**src/rtl/rdft_pkg.sv**
```systemverilog
// Shared types and constants for the RDFT datapath.
// Sizes the bin accumulators and bundles complex samples.
package rdft_pkg;

    localparam int RDFT_W = 32;
    localparam int RDFT_N = 8;

    function automatic int acc_width(input int w, input int n);
        return w + $clog2(n);
    endfunction

    typedef struct packed {
        logic signed [RDFT_W-1:0] re;
        logic signed [RDFT_W-1:0] im;
    } cplx_t;

    typedef enum logic {
        ST_ACCUM,
        ST_LAST
    } state_t;

endpackage

```
**src/rtl/rdft_acc_lane.sv**
```systemverilog
// One signed accumulator lane: running sum plus a held result register.
// The top drives clear/add/load; load moves the final sum out and zeroes acc.
module rdft_acc_lane #(
    parameter int W  = 32,
    parameter int AW = 35
) (
    input  logic                 clk,
    input  logic                 rst,
    input  logic                 clr,
    input  logic                 add,
    input  logic                 load,
    input  logic signed [W-1:0]  sample,
    output logic signed [AW-1:0] res
);

    logic signed [AW-1:0] acc;
    logic signed [AW-1:0] ext;
    logic signed [AW-1:0] base;
    logic signed [AW-1:0] sum;

    assign ext  = {{(AW-W){sample[W-1]}}, sample};
    // A clear in the same cycle as an add restarts the sum at this sample.
    assign base = clr ? '0 : acc;
    assign sum  = base + ext;

    always_ff @(posedge clk or negedge rst) begin
        if (!rst) begin
            acc <= '0;
            res <= '0;
        end else if (load) begin
            res <= sum;
            acc <= '0;
        end else if (add) begin
            acc <= sum;
        end else if (clr) begin
            acc <= '0;
        end
    end

endmodule

```
**src/rtl/rdft_bin_accum.sv**
```systemverilog
// Frame accumulator: sums N complex samples into one DFT bin result.
// Single-entry output buffer lets the next frame accumulate under backpressure.
module rdft_bin_accum
    import rdft_pkg::*;
#(
    parameter int W  = RDFT_W,
    parameter int N  = RDFT_N,
    parameter int CW = $clog2(N),
    parameter int AW = acc_width(W, N)
) (
    input  logic                 clk,
    input  logic                 rst,
    input  logic                 clr,
    input  logic                 in_valid,
    output logic                 in_ready,
    input  logic signed [W-1:0]  in,
    input  logic signed [W-1:0]  j_in,
    output logic                 out_valid,
    input  logic                 out_ready,
    output logic signed [AW-1:0] out,
    output logic signed [AW-1:0] j_out,
    output logic                 frame_done
);

    state_t        state;
    logic [CW-1:0] cnt;
    logic [CW-1:0] cnt_nxt;
    logic          out_valid_nxt;
    logic          accept;
    logic          add;
    logic          load;

    assign state = (cnt == CW'(N - 1)) ? ST_LAST : ST_ACCUM;

    // Stall only when the closing sample would overwrite an untaken result.
    assign in_ready = !((state == ST_LAST) && out_valid && !out_ready);
    assign accept   = in_valid && in_ready;

    always_comb begin
        cnt_nxt       = cnt;
        out_valid_nxt = out_valid;
        add           = 1'b0;
        load          = 1'b0;
        if (out_valid && out_ready) begin
            out_valid_nxt = 1'b0;
        end
        if (clr) begin
            add     = accept;
            cnt_nxt = accept ? CW'(1) : '0;
        end else if (accept) begin
            unique case (state)
                ST_ACCUM: begin
                    add     = 1'b1;
                    cnt_nxt = cnt + 1'b1;
                end
                ST_LAST: begin
                    load          = 1'b1;
                    cnt_nxt       = '0;
                    out_valid_nxt = 1'b1;
                end
                default: begin
                    cnt_nxt = '0;
                end
            endcase
        end
    end

    always_ff @(posedge clk or negedge rst) begin
        if (!rst) begin
            cnt        <= '0;
            out_valid  <= 1'b0;
            frame_done <= 1'b0;
        end else begin
            cnt        <= cnt_nxt;
            out_valid  <= out_valid_nxt;
            frame_done <= load;
        end
    end

    rdft_acc_lane #(
        .W  (W),
        .AW (AW)
    ) u_lane_re (
        .clk    (clk),
        .rst    (rst),
        .clr    (clr),
        .add    (add),
        .load   (load),
        .sample (in),
        .res    (out)
    );

    rdft_acc_lane #(
        .W  (W),
        .AW (AW)
    ) u_lane_im (
        .clk    (clk),
        .rst    (rst),
        .clr    (clr),
        .add    (add),
        .load   (load),
        .sample (j_in),
        .res    (j_out)
    );

endmodule

```
**config.mk**
```make
export PLATFORM = sky130hd
export DESIGN_NAME = rdft_bin_accum
export DESIGN_NICKNAME = d
export VERILOG_FILES = /design/src/rtl/rdft_pkg.sv /design/src/rtl/rdft_acc_lane.sv /design/src/rtl/rdft_bin_accum.sv
export SDC_FILE = /design/constraint.sdc
export NUM_CORES = 1
export LEC_CHECK = 0
export CAP_MARGIN = 0
export CORE_UTILIZATION = 45
export CTS_CLUSTER_DIAMETER = 80
export CTS_CLUSTER_SIZE = 28
export DETAILED_ROUTE_END_ITERATION = 10
export PLACE_DENSITY = 0.68
export REMOVE_ABC_BUFFERS = 1
export SLEW_MARGIN = 20
export SYNTH_ARGS = -nofsm -noshare
export SYNTH_HDL_FRONTEND = slang
export SYNTH_SLANG_ARGS = --single-unit
```
**constraint.sdc**
```tcl
create_clock -name clk -period 6.6 [get_ports clk]
set_input_delay 1.65 -clock clk [delete_from_list [all_inputs] [get_ports clk]]
set_output_delay 1.65 -clock clk [all_outputs]
set_load 0.05 [all_outputs]
```
* Yosys cells after proc, flatten, opt, wreduce, memory -nomap -nowiden
Cells that the tools add are included.
Word-level totals: register bits 145, bits in latches 0, bits in writable memories 0, ROM bits 0, input port bits 69, output and inout port bits 73, word-level logic and storage cells 40, memories 0
Cells by class: add/sub/neg operators 3, multiply operators 0, divide/modulo/power cells 0, order comparisons 0, equal/unequal tests 1, shift-type cells 0, muxes and demuxes 21, bitwise operators 1, reduce and logical (&&, ||, !) cells 7
Operator list (count):
- 2-to-1 mux 35 bit | 6
- adder 35 x 32 -> 35 bit | 2
- 2-to-1 mux 1 bit | 12
- 2-to-1 mux 3 bit | 2
- case mux 3 bit (2 select lines) | 1
- logical AND 1 bit | 4
- adder 3 x 1 -> 3 bit, second input constant | 1
- equality test 3 bit, second input constant | 1
- logical NOT 1 bit | 2
- nonzero test 2 bit | 1
- inverter 1 bit | 1

* Logic depth before layout (Yosys ltp)
word-level depth 10, depth in mapped cells 17, depth with buffers taken out 14

* Cells and area by module
From an unflattened synthesis, not the netlist that was laid out.
Unflattened totals: cell total of the unflattened synthesis 1220, area total of the unflattened synthesis 10850.4 um2
Modules (own cells, without submodules):
- rdft_acc_lane (u_lane_im) | times used 1, cells each 594, area an instance 5311.3 um2, seq. area each 1751.7 um2
- rdft_acc_lane (u_lane_re) | times used 1, cells each 600, area an instance 5243.8 um2, seq. area each 1751.7 um2
- rdft_bin_accum | times used 1, cells each 26, area an instance 295.3 um2, seq. area each 125.1 um2

* Worst setup path before layout
OpenSTA, ideal clock, no wires.
path kind input-to-reg, start input port clr, end register u_lane_im.res[32], setup time 0.125 ns, arrival time 4.907 ns, required time 6.475 ns, path slack 1.569 ns, cell stages on the path 17, path buffers 5, path through buf_4 -> buf_2 -> buf_1 -> clkbuf_1 -> nor2b_1 -> ha_1 -> buf_2 -> nand2_1 -> o21ai_1 -> o2111a_1 -> nor2_1 -> or4_1 -> a21oi_1 -> nor2_1 -> o41ai_1 -> xor2_1 -> mux2_2
Between the ends: longest elaborated chain between the ends 2, elaborated cells on any way between the ends 3, classes of those cells add/sub (1); mux (2)
RTL lines:
- start: declaration | line rdft_bin_accum.sv:13 | input logic clr,
- 2-to-1 mux 35 bit
- adder 35 x 32 -> 35 bit | line rdft_acc_lane.sv:24 | assign sum = base + ext;
- end signal: assignment | line rdft_acc_lane.sv:31 | res <= sum;
- end: declaration | line rdft_acc_lane.sv:13 | output logic signed [AW-1:0] res
Several ways; a longest one is shown, not always the timed one. A chain may end at the register's enable or synchronous reset.

* Final worst setup path
Same ends and word-level chain as after synthesis.

==> key figures <==
Yosys
  – Synthesized area: 0.009866 mm²
  – Sequential element share of the synthesized area: 36.78%
  – Post-synth top area share: 36.78%
  – Commonest cells post-synth: nand2_1 (154), dfrtp_1 (145), o21ai_0 (80)
  – Netlist cell types: 80
  – Synth warn: 0
  – Async S/R FF share, synth: 100.0%
  – Syn Inst Count: 1097
  – Count leader, synth: nand2_1
  – Post-synth EDFFs: 0
  – Cell taking the most area after synthesis: dfrtp_1
  – Largest cells by area after synthesis: dfrtp_1 (37%), ha_1 (7.6%), nand2_1 (5.9%), nor2b_1 (4.6%), xnor2_1 (4.6%)
  – Synth Flop Type: dfrtp_1
  – Number of synthesized register bits: 145
  – Avg Cell Area, Syn: 8.993 µm²

Clock network
  – Deepest clock path buffer count: 2
  – Inserted Clock Buffers: 17
  – Root Buffer Master: clkbuf_16
  – Total setup buffers inserted after CTS: 0
  – Clock transition at path regs: 60 ps
  – Hold_buf cts: 0
  – PostCTS Resize Cnt: 0
  – # clock sinks: 145
  – Later-pin clock latency in the skew report: 430 ps
  – CTS tree: built
  – H-tree Lvls: 4

Drt
  – Wire per inst: 17.03 µm
  – DRC viols: 0
  – Final WL: 25560 µm
  – Vias per cell: 5.571
  – Via count: 8362
  – Drt pass-1 iters: 5
  – Antenna-violating nets left: 0
  – 1st-iter DRT viols: 423

Cells and area
  – Final core utilization: 56.95%
  – Fillcell total: 1954
  – N_diodes: 0
  – Seq. cell area: 0.003628 mm²
  – Layout cells sized above 1: 7.993%
  – Area occupied by multi-input gates: 0.005914 mm²
  – Fin area: 0.01212 mm²
  – NumNets Final: 1344
  – Area growth syn-to-layout: 22.88%

Global routing
  – Pin count of the biggest net entering global routing: 104
  – Vias in the first global route: 8249
  – GRT overflow: 0
  – Tot GR Track Use: 23.73%
  – Initial antenna violation count: 0
  – First-pass GRT wire length: 41830 µm

Setup path
  – CP arrival: 5220 ps
  – R2R Setup Slk: 3070 ps
  – Crit-path cells: buf_2 > buf_4 > nor2b_1 > ha_1 > nand2_1 > o21ai_1 > o2111a_1 > nor2_1 > or4_1 > a21oi_1 > nor2_1 > o41ai_1 > xor2_1 > mux2_2
  – Worst R2R Start: cnt[0]$_DFFE_PN0P_
  – R2R Path End: u_lane_re.acc[34]$_DFF_PN0_
  – Crit-path most repeated cell: nor2_1
  – Crit path max fanout: 33
  – CP max stage delay: 470 ps
  – Slowest stage cell on the critical path: buf_2
  – WP buf/inv: 2
  – Register-to-Register Path Depth: 9
  – Crit path kind: input pin to flop
  – Top delay family on crit path: compound AO/OA/AOI/OAI gates
  – Crit path capture type: flop
  – Setup crit start kind: input pin
  – Worst path required time: 6910 ps

Power and ir drop
  – Int Pwr: 2.032 mW
  – Switching Fraction: 34.33%
  – Logic gate share of total power: 33.4%
  – Clock Power Share: 32.2%
  – Power density cells: 255.3 mW/mm²
  – Peak supply drop: 0.1729 mV
  – Flop pwr share: 34.4%
  – Net switching power: 1.062 mW
  – Static Leak: 5.687 nW

Min path
  – Hold Path Sink: u_lane_re.res[27]$_DFFE_PN0P_
  – Hold path start: u_lane_re.res[27]$_DFFE_PN0P_
  – WHS Path Cells: 2
  – Hold Crit Class: flop to flop

Place
  – Port Buffers: 141
  – GP Congestion: 0.9439
  – Dpl hpwl: 18070 µm
  – Dpl cell area: 0.01149 mm²

Timing
  – Fmax: 203.7 MHz
  – Worst Max-Slew Pin Slew: 1069 ps
  – Final Slew Violations: 0
  – RSZ-0062 raised after global routing: no
  – Setup TNS: 0 ps
  – Final Hold Slack: 472.2 ps
  – Slew margin rel.: 28.55%
  – Fin crit share: 74.37%
  – Final Setup Violations: 0
  – Hold Violations, Final: 0
  – Final Skew: 10.87 ps
  – Fin crit period: 4908 ps

Floorplanning
  – # rows: 53
  – Core footprint: 0.02129 mm²
  – Die W: 150.1 µm
  – # IOs: 142
  – Total Die Area: 0.02252 mm²
  – Initial Utilization: 46.35%
  – Die Y: 150.1 µm

Job
  – Max-Cap Viols: 0

Outcome
  – Status: complete, no violations
[worst max-delay path by stage]
stage	from	end	cells after the start
2_1_floorplan	out_ready	u_lane_re.res[34]$_DFFE_PN0P_	7
3_3_place_gp	clr	u_lane_im.res[30]$_DFFE_PN0P_	15
3_5_place_dp	clr	u_lane_im.res[30]$_DFFE_PN0P_	15
4_1_cts	clr	u_lane_im.res[32]$_DFFE_PN0P_	14
5_1_grt	clr	u_lane_im.res[32]$_DFFE_PN0P_	14
6_report	clr	u_lane_im.res[32]$_DFFE_PN0P_	14
[routing by layer]
metal  global-route usage (%)  up-vias  share of wire, %
met1                    31.41     3984                45
met3                    4.177       30               5.2
li1                         -     4133                 -
met2                    39.95      215                48
met4                    5.859        0               1.5
met5                        0        -                 0
[cell families after synthesis]
family                     after synthesis  share of synthesized area [%]
AOI/OAI and AO/OA                      334                          23.61
xor gates and xnor gates                79                          7.090
adders and majority gates               71                          8.966
buffers and inverters                   87                          3.449
DFF                                    145                          36.78
muxes                                   24                          2.727
and+or+nand+nor                        357                          17.37
[flip-flops by register name (all words and copies together), names as in the netlist]
register,count
u_lane_re.res,35
u_lane_re.acc,35
out_valid,1
frame_done,1
u_lane_im.acc,35
cnt,3
u_lane_im.res,35
[through the flow]
stage	total power, mW	std cells	setup slack, ps
final	3.094	1501	1692
after global routing	3.277	1501	1370
after detailed placement	2.099	1468	1301
after global placement	2.087	1468	1405
after CTS	3.110	1500	1720
after floorplan	1.814	1042	775.6
[worst register-to-register path, stage by stage, from the launching register on]
cell	delay, ps
dfrtp_1	380
ha_1	160
ha_1	720
nand3b_1	210
and2_1	380
buf_4	270
nand2_1	800
o21ai_0	210
a31oi_1	210
nand2_1	70
[power by group through the flow]
stage,clock (mW),sequential [mW],combinational [mW]
2_1_floorplan,0,1.11,0.705
3_3_place_gp,0,1.07,1.01
3_5_place_dp,0,1.07,1.03
4_1_cts,1.02,1.06,1.03
5_1_grt,1.05,1.08,1.15
6_report,0.997,1.06,1.03
[placed cells by master (no fill, tap or decap), types with 23 or more instances in the layout]
cell type	instances
mux2_2	23
a22o_1	42
dfrtp_1	145
nand2_1	153
clkdlybuf4s50_1	139
a21o_1	44
o21ai_0	80
nor2b_1	73
nor2_1	57
xnor2_1	52
a21oi_1	59
xor2_1	26
ha_1	60
inv_1	31
[cell type report]
| class | count | area share [%] |
|---|---|---|
| clock buffer | 19 | 3.736 |
| clock inverter | 13 | 1.259 |
| inverter | 32 | 0.9908 |
| multi-input combinational | 865 | 48.79 |
| sequential | 145 | 29.93 |
| tap | 275 | 2.838 |
| timing repair buffer | 152 | 12.46 |
Note: power is estimated with default switching activity, not from simulation.
